--- config.mk ---
export PLATFORM = sky130hd
export DESIGN_NAME = word_gather
export DESIGN_NICKNAME = d
export VERILOG_FILES = /design/src/rtl/word_gather.sv
export SDC_FILE = /design/constraint.sdc
export NUM_CORES = 1
export LEC_CHECK = 0
export BUFFER_PORTS_ARGS = -buffer_cell sky130_fd_sc_hd__buf_2
export CORE_UTILIZATION = 50
export DETAILED_ROUTE_END_ITERATION = 8
export PLACE_DENSITY = 0.79
export SKIP_CTS_REPAIR_TIMING = 1
export SYNTH_ARGS = -nofsm -noshare
export SYNTH_HDL_FRONTEND = slang
export SYNTH_SLANG_ARGS = --single-unit
--- constraint.sdc ---
create_clock -name clk -period 2.4 [get_ports clk]
set_input_delay 0.12 -clock clk [delete_from_list [all_inputs] [get_ports clk]]
set_output_delay 0.12 -clock clk [all_outputs]
set_load 0.02 [all_outputs]
--- src/rtl/word_gather.sv ---
// Serial-in/parallel-out width converter: gathers up to N IN_W-bit words into one OUT_W-bit word.
// Latency: out_valid rises the cycle after the closing accept; sustains one input word per cycle.
// Backpressure: in_ready is high while filling and follows out_ready while a gathered word is held.
//
// Ports:
//   clk, rst              clock and synchronous active-high reset
//   in_valid/in_ready     input word handshake; in_data is the word, in_last closes a group early
//   out_valid/out_ready   gathered word handshake; out_data holds word k at [k*IN_W +: IN_W]
//   out_last              group was closed by in_last
//   out_count             number of valid words in out_data (1..N)
module word_gather #(
    parameter int IN_W = 32,
    parameter int N    = 4,
    localparam int OUT_W = IN_W * N,
    localparam int CW    = $clog2(N + 1)
) (
    input  logic             clk,
    input  logic             rst,
    input  logic             in_valid,
    output logic             in_ready,
    input  logic [IN_W-1:0]  in_data,
    input  logic             in_last,
    output logic             out_valid,
    input  logic             out_ready,
    output logic [OUT_W-1:0] out_data,
    output logic             out_last,
    output logic [CW-1:0]    out_count
);

    typedef enum logic [0:0] {
        FILL = 1'b0,
        HOLD = 1'b1
    } state_t;

    localparam logic [CW-1:0] LAST_IDX = CW'(N - 1);
    localparam logic [CW-1:0] ONE      = CW'(1);

    state_t          state;
    logic [CW-1:0]   idx;

    // While holding, a new word may only enter when the held word leaves in
    // the same cycle, so the next group starts without a bubble.
    always_comb begin
        in_ready = 1'b0;
        if (!rst) begin
            in_ready = (state == FILL) ? 1'b1 : out_ready;
        end
    end

    // out_data doubles as the gather buffer; it is zeroed whenever a group
    // leaves so that unfilled slots of a short group always read 0.
    always_ff @(posedge clk) begin
        if (rst) begin
            state     <= FILL;
            idx       <= '0;
            out_valid <= 1'b0;
            out_data  <= '0;
            out_last  <= 1'b0;
            out_count <= '0;
        end else begin
            case (state)
                FILL: begin
                    if (in_valid) begin
                        for (int k = 0; k < N; k++) begin
                            if (int'(idx) == k) begin
                                out_data[k*IN_W +: IN_W] <= in_data;
                            end
                        end
                        if (idx == LAST_IDX || in_last) begin
                            state     <= HOLD;
                            out_valid <= 1'b1;
                            out_count <= idx + ONE;
                            out_last  <= in_last;
                            idx       <= '0;
                        end else begin
                            idx <= idx + ONE;
                        end
                    end
                end
                HOLD: begin
                    if (out_ready) begin
                        if (in_valid) begin
                            // Consume and accept together: the new word seeds slot 0.
                            out_data <= {{(OUT_W-IN_W){1'b0}}, in_data};
                            idx      <= ONE;
                            if (in_last) begin
                                // Single-word group closes immediately; stay in HOLD.
                                out_count <= ONE;
                                out_last  <= 1'b1;
                            end else begin
                                state     <= FILL;
                                out_valid <= 1'b0;
                                out_count <= '0;
                                out_last  <= 1'b0;
                            end
                        end else begin
                            state     <= FILL;
                            out_valid <= 1'b0;
                            out_data  <= '0;
                            out_count <= '0;
                            out_last  <= 1'b0;
                            idx       <= '0;
                        end
                    end
                end
                default: state <= FILL;
            endcase
        end
    end

endmodule
==> out/qor.csv, run 1 <==
stage;metric;value;unit
status;outcome;complete, no violations;
floorplan;I/O Pins;171;
setup_path;crit path launch type;flop;
flow_run;max-cap viol count;0;
cells_and_area;share of layout cells above drive strength 1;28.86;%
timing;# setup viols final;0;
synth;post-synth top area cell;dfxtp_1;
cells_and_area;NumNets Final;826;
clock_tree;clk sinks;137;
placement;I/O Buffers;170;
timing;Setup Skew;9.243;ps
route;vias;5383;
timing;RSZ-0062 raised after global routing;no;
clock_tree;worst skew pair latency;510;ps
cells_and_area;Area Growth Syn to Fin;35.55;%
floorplan;row count;37;
pwr;leakage power figure;3.039;nW
setup_path;slowest cell on the critical path;and4bb_2;
setup_path;delay-heaviest family, CP;simple AND/OR/NAND/NOR gates;
route;DR iter-0 viols;420;
clock_tree;clk root buf;clkbuf_8;
synth;syn_nets;652;
global_route;vias in the first global route;4825;
placement;routability cong.;0.8639;
synth;Netlist Area Pre-Place;0.005325;mm^2
floorplan;Die Width;105.2;um
floorplan;die area;0.01107;mm^2
floorplan;die height;105.2;um
route;DRC violations left;0;
route;DR vias/cell;5.770;
timing;Rel. slew slack;41.37;%
clock_tree;clock transition at the registers of the reported paths;60;ps
clock_tree;H-tree depth reported by CTS;4;
global_route;first-pass GRT wire length;24.18;mm
setup_path;CP Capture Type;flop;
synth;syn_area_per_cell;8.730;um^2
clock_tree;CTS Buf Count;17;
hold_path;Worst Hold Class;in2reg;
synth;synth warn;0;
global_route;initial antenna violation count;0;
floorplan;Core ar.;0.01032;mm^2
setup_path;Worst path max stage delay;830;ps
setup_path;Arrival @ worst endpoint;2450;ps
setup_path;Buf/Inv on CP;1;
global_route;GRT Residual Overflow;0;
setup_path;worst setup path class;reg2reg;
clock_tree;TritonCTS clock tree;done;
clock_tree;Longest Clk Path Bufs;2;
route;per-cell routed wire length;17.45;um
timing;minimum clock period;2037;ps
pwr;Tot Pwr;5.768;mW
timing;max-slew violation count;0;
setup_path;worst-path fanout max;32;
timing;Hold Fails Final Rpt;0;
timing;Worst-Margin Slew;877.5;ps
synth;cell count after synthesis;610;
cells_and_area;most frequent cells in the layout;buf_2 (169), dfxtp_1 (137), nand3_1 (99);
synth;synth unique cells;33;
synth;Seq/Total Area, Yosys;51.50;%
synth;Synth top area share;51.50;%
timing;f_max;490.8;MHz
timing;Fin Setup TNS;0;ps
route;Routed Antenna Nets;0;
timing;Tcrit/Tclk final;84.89;%
global_route;largest net degree at the start of global routing;73;
cells_and_area;commonest non-fill, non-tap cell in the layout;buf_2;
setup_path;crit-path cells;buf_4 -> and4bb_2 -> nand2_1 -> a21oi_1;
floorplan;Initial Util;51.58;%
setup_path;Critical Path RT;2820;ps
synth;synth top area cells;dfxtp_1 (52%), nand3_1 (9.3%), nand2_1 (7.0%);
placement;dpl hpwl;10.36;mm
global_route;Global Route Usage Sum;28.05;%
synth;#FFs+latches synth;137;
pwr;pwr/cell area;799.2;mW/mm^2
pwr;worst vdd ir;0.4813;mV
cells_and_area;Ant. Diodes;0;
route;DRT Pass-1 Iters;6;
route;WL final;16.29;mm
## tightest hold or removal path, cell delays in order
cell      delay [ps]
buf_2            170
nand2b_1         140
a21oi_1           70
## registers in the layout, summed over array words and instances (netlist names)
signal	flops
idx	3
out_count	3
out_data	128
out_last	1
out_valid	1
state	1
## cell usage after synthesis, drive strengths merged
cell / n
a2111oi: 1
a21bo: 1
a21oi: 74
a31o: 33
and2: 1
and3b: 1
and4bb: 2
buf: 27
clkbuf: 38
dfxtp: 137
ha: 5
inv: 5
nand2: 99
nand2b: 2
nand3: 99
nand3b: 1
nand4b: 2
nand4bb: 2
nor2: 2
nor2b: 3
nor4: 1
nor4b: 32
o211ai: 2
o21ai: 35
o221a: 1
or2: 2
or4: 2
## path summary, 6_finish.rpt
check                                                start                    endpoint  slack [ps]  cells after the start
worst min-delay path                             out_ready            state$_SDFF_PP0_          40                      3
worst max-delay path                      state$_SDFF_PP0_   out_data[41]$_SDFFE_PP0P_         360                      4
worst min register to register  out_data[118]$_SDFFE_PP0P_  out_data[118]$_SDFFE_PP0P_         460                      2
worst max register to register            state$_SDFF_PP0_   out_data[41]$_SDFFE_PP0P_         360                      4
## layer usage
metal	GRT usage [%]	vias to the layer above	wire, um	part of all wire (%)
li1	-	2511	-	-
met5	0	-	0	0
met3	8.047	34	1389	8.5
met2	45.54	270	7886	48
met4	13.48	0	420	2.6
met1	34.03	2568	6589	40
## area by class of cell
class / instances / area (um^2)
multi-input combinational: 403 / 2290
sequential: 137 / 2743
clock inverter: 13 / 214.0
inverter: 5 / 18.77
tap: 136 / 170.2
clock buffer: 19 / 431.7
timing repair buffer: 220 / 1351
fill: 793 / 3105
## where the power goes
group	switching, mW	internal [mW]
sequential	0.0370	2.34
combinational	0.351	0.206
clock	1.00	1.83
## stage by stage
stage                     hold slack [ps]  std cells  area, um^2  worst slack, ps  utilization (%)
after global placement              393.5        867        6232            543.7            60.37
after detailed placement            397.7        867        6232            480.4            60.37
after CTS                          -138.2        899        6878            456.5            66.62
after floorplan                     255.0        610        5325            702.5                -
after global routing                25.34        933        7218            249.1            69.92
final                               39.71        933        7218            362.6            69.92
## kinds of logic after synthesis
logic type / count (synthesis) / synth area share (%)
simple gates: 251 / 24.60
compound gates: 147 / 16.52
flops: 137 / 51.50
buf+inv: 70 / 6.203
fa+ha+maj: 5 / 1.175
Power figures use the tool's default switching activity.
==> run 2: changes to the inputs <==
==> constraint.sdc (replaced) <==
create_clock -name clk -period 2.12 [get_ports clk]
set_input_delay 0.106 -clock clk [delete_from_list [all_inputs] [get_ports clk]]
set_output_delay 0.106 -clock clk [all_outputs]
set_load 0.02 [all_outputs]
==> out/qor.csv, run 2 (synthesis results as in run 1) <==
stage;metric;value;unit;change
status;outcome;complete, no violations;;unchanged
floorplan;I/O Pins;171;;unchanged
route;vias;5503;;was 5383
timing;Tcrit/Tclk final;84.35;%;was 84.89%
hold_path;WHS Path Cells;3;;unchanged
timing;Setup Skew;9.031;ps;was 9.243 ps
placement;I/O Buffers;170;;unchanged
route;per-cell routed wire length;17.51;um;was 17.45 um
placement;dpl hpwl;10.62;mm;was 10.36 mm
clock_tree;Longest Clk Path Bufs;2;;unchanged
timing;# setup viols final;0;;unchanged
route;WL final;16.46;mm;was 16.29 mm
global_route;GRT Residual Overflow;0;;unchanged
placement;area of placed instances;0.006290;mm^2;was 0.006232 mm^2
setup_path;worst r2r src;idx[0]$_SDFFE_PP0P_;;was state$_SDFF_PP0_
global_route;first-pass GRT wire length;24.74;mm;was 24.18 mm
cells_and_area;commonest non-fill, non-tap cell in the layout;buf_2;;unchanged
hold_path;Hold Crit Start;out_ready;;unchanged
timing;max-slew violation count;0;;unchanged
cells_and_area;Top reg by flops;out_data;;unchanged
pwr;Tot Pwr;6.365;mW;was 5.768 mW
setup_path;r2r endpoint;out_data[91]$_SDFFE_PP0P_;;was out_data[41]$_SDFFE_PP0P_
setup_path;crit path launch type;flop;;unchanged
cells_and_area;most frequent cells in the layout;buf_2 (169), dfxtp_1 (137), nand3_1 (99);;unchanged
clock_tree;clk sinks;137;;unchanged
floorplan;die height;105.2;um;unchanged
hold_path;Worst Hold Class;in2reg;;unchanged
route;DR vias/cell;5.854;;was 5.770
cells_and_area;Area Growth Syn to Fin;36.21;%;was 35.55%
timing;Rel. slew slack;55.00;%;was 41.37%
timing;Fin Setup TNS;0;ps;unchanged
setup_path;worst-path fanout max;22;;was 32
global_route;vias in the first global route;4962;;was 4825
cells_and_area;multi-input logic area;0.002290;mm^2;unchanged
setup_path;Critical Path RT;2510;ps;was 2820 ps
route;DRT Pass-1 Iters;5;;was 6
cells_and_area;post-layout instance area;0.007253;mm^2;was 0.007218 mm^2
clock_tree;H-tree depth reported by CTS;4;;unchanged
cells_and_area;fill cell count;754;;was 793
clock_tree;CTS Buf Count;17;;unchanged
pwr;pwr/cell area;877.5;mW/mm^2;was 799.2 mW/mm^2
timing;minimum clock period;1788;ps;was 2037 ps
timing;RSZ-0062 raised after global routing;no;;unchanged
clock_tree;worst skew pair latency;520;ps;was 510 ps
setup_path;delay-heaviest family, CP;simple AND/OR/NAND/NOR gates;;unchanged
timing;Worst-Margin Slew;675.0;ps;was 877.5 ps
timing;Hold Fails Final Rpt;0;;unchanged
setup_path;Buf/Inv on CP;2;;was 1
floorplan;Initial Util;51.58;%;unchanged
floorplan;die area;0.01107;mm^2;unchanged
clock_tree;clk root buf;clkbuf_8;;unchanged
floorplan;Die Width;105.2;um;unchanged
setup_path;R2R setup slack;330;ps;was 360 ps
setup_path;crit-path cells;inv_1 -> ha_1 -> nand4bb_2 -> buf_4 -> nand3_1 -> o21ai_0;;was buf_4 -> and4bb_2 -> nand2_1 -> a21oi_1
cells_and_area;top flop regs;out_data x128, idx x3, out_count x3;;unchanged
global_route;largest net degree at the start of global routing;68;;was 73
setup_path;Worst path max stage delay;440;ps;was 830 ps
setup_path;Arrival @ worst endpoint;2180;ps;was 2450 ps
route;DRC violations left;0;;unchanged
setup_path;slowest cell on the critical path;nand4bb_2;;was and4bb_2
pwr;worst vdd ir;0.4839;mV;was 0.4813 mV
floorplan;Core ar.;0.01032;mm^2;unchanged
timing;f_max;559.2;MHz;was 490.8 MHz
route;Routed Antenna Nets;0;;unchanged
pwr;leakage power figure;3.062;nW;was 3.039 nW
cells_and_area;Ant. Diodes;0;;unchanged
cells_and_area;NumNets Final;833;;was 826
global_route;initial antenna violation count;0;;unchanged
route;DR iter-0 viols;459;;was 420
cells_and_area;share of layout cells above drive strength 1;29.48;%;was 28.86%
floorplan;row count;37;;unchanged
placement;routability cong.;0.9253;;was 0.8639
cells_and_area;Reg area;0.002743;mm^2;unchanged
setup_path;worst setup path class;reg2reg;;unchanged
clock_tree;TritonCTS clock tree;done;;unchanged
setup_path;Reg2Reg Depth;6;;was 4
hold_path;Hold EP;state$_SDFF_PP0_;;unchanged
cells_and_area;max FFs per register;128;;unchanged
global_route;Global Route Usage Sum;28.65;%;was 28.05%
setup_path;CP Capture Type;flop;;unchanged
clock_tree;clock transition at the registers of the reported paths;60;ps;about the same
flow_run;max-cap viol count;0;;unchanged
## run 2: cell count changes in the layout (fill, tap and decap cells not counted), sizes merged
cell	previous run	this run
buf	186	192
bufinv	5	3
clkbuf	19	18
clkinvlp	2	3
dlygate4sd3	34	35
inv	9	11
## run 2: where the power goes
part / internal (mW) / switching (mW) / total, mW
registers: 2.65 / 0.0375 / 2.69
clock network: 1.85 / 1.17 / 3.03
logic: 0.239 / 0.410 / 0.650
## run 2: per-layer routing
layer  routed length [um]  track usage [%]  vias up
li1                     -                -     2525
met2                 8001            47.18      307
met4                  305            12.07        0
met3                 1593            8.609       28
met1                 6560            34.63     2643
met5                    0                0        -
## run 2: layout make-up
cell class / instances / area share (%)
Timing Repair Buffer: 227 / 19.56
Clock inverter: 14 / 2.553
Multi-Input combinational cell: 403 / 31.57
Inverter: 5 / 0.2588
Sequential cell: 137 / 37.81
Clock buffer: 18 / 5.900
Tap cell: 136 / 2.346
## run 2: how the worst max path moves through the flow
stage | from | endpoint | slack (ps) | cells after the start
floorplan | idx[0]$_SDFFE_PP0P_ | out_data[29]$_SDFFE_PP0P_ | 420 | 8
global placement | idx[0]$_SDFFE_PP0P_ | idx[2]$_SDFFE_PP0P_ | 440 | 5
detailed placement | idx[0]$_SDFFE_PP0P_ | out_last$_SDFFE_PP0P_ | 370 | 5
CTS | idx[0]$_SDFFE_PP0P_ | out_last$_SDFFE_PP0P_ | 350 | 5
global route | idx[0]$_SDFFE_PP0P_ | out_data[91]$_SDFFE_PP0P_ | 210 | 6
finish | idx[0]$_SDFFE_PP0P_ | out_data[91]$_SDFFE_PP0P_ | 330 | 6
## run 2: worst min-delay path: stages
cell and delay (ps):
buf_2 150, nand2b_1 180, a21oi_1 70
## run 2: through the flow
stage	worst slack (ps)	utilization (%)	cells	hold slack, ps
global route	208.4	70.26	940	30.71
CTS	351.0	66.86	905	-159.3
finish	331.8	70.26	940	51.00
floorplan	422.5	-	610	241.0
global placement	439.8	60.93	873	380.4
detailed placement	367.4	60.93	873	376.1
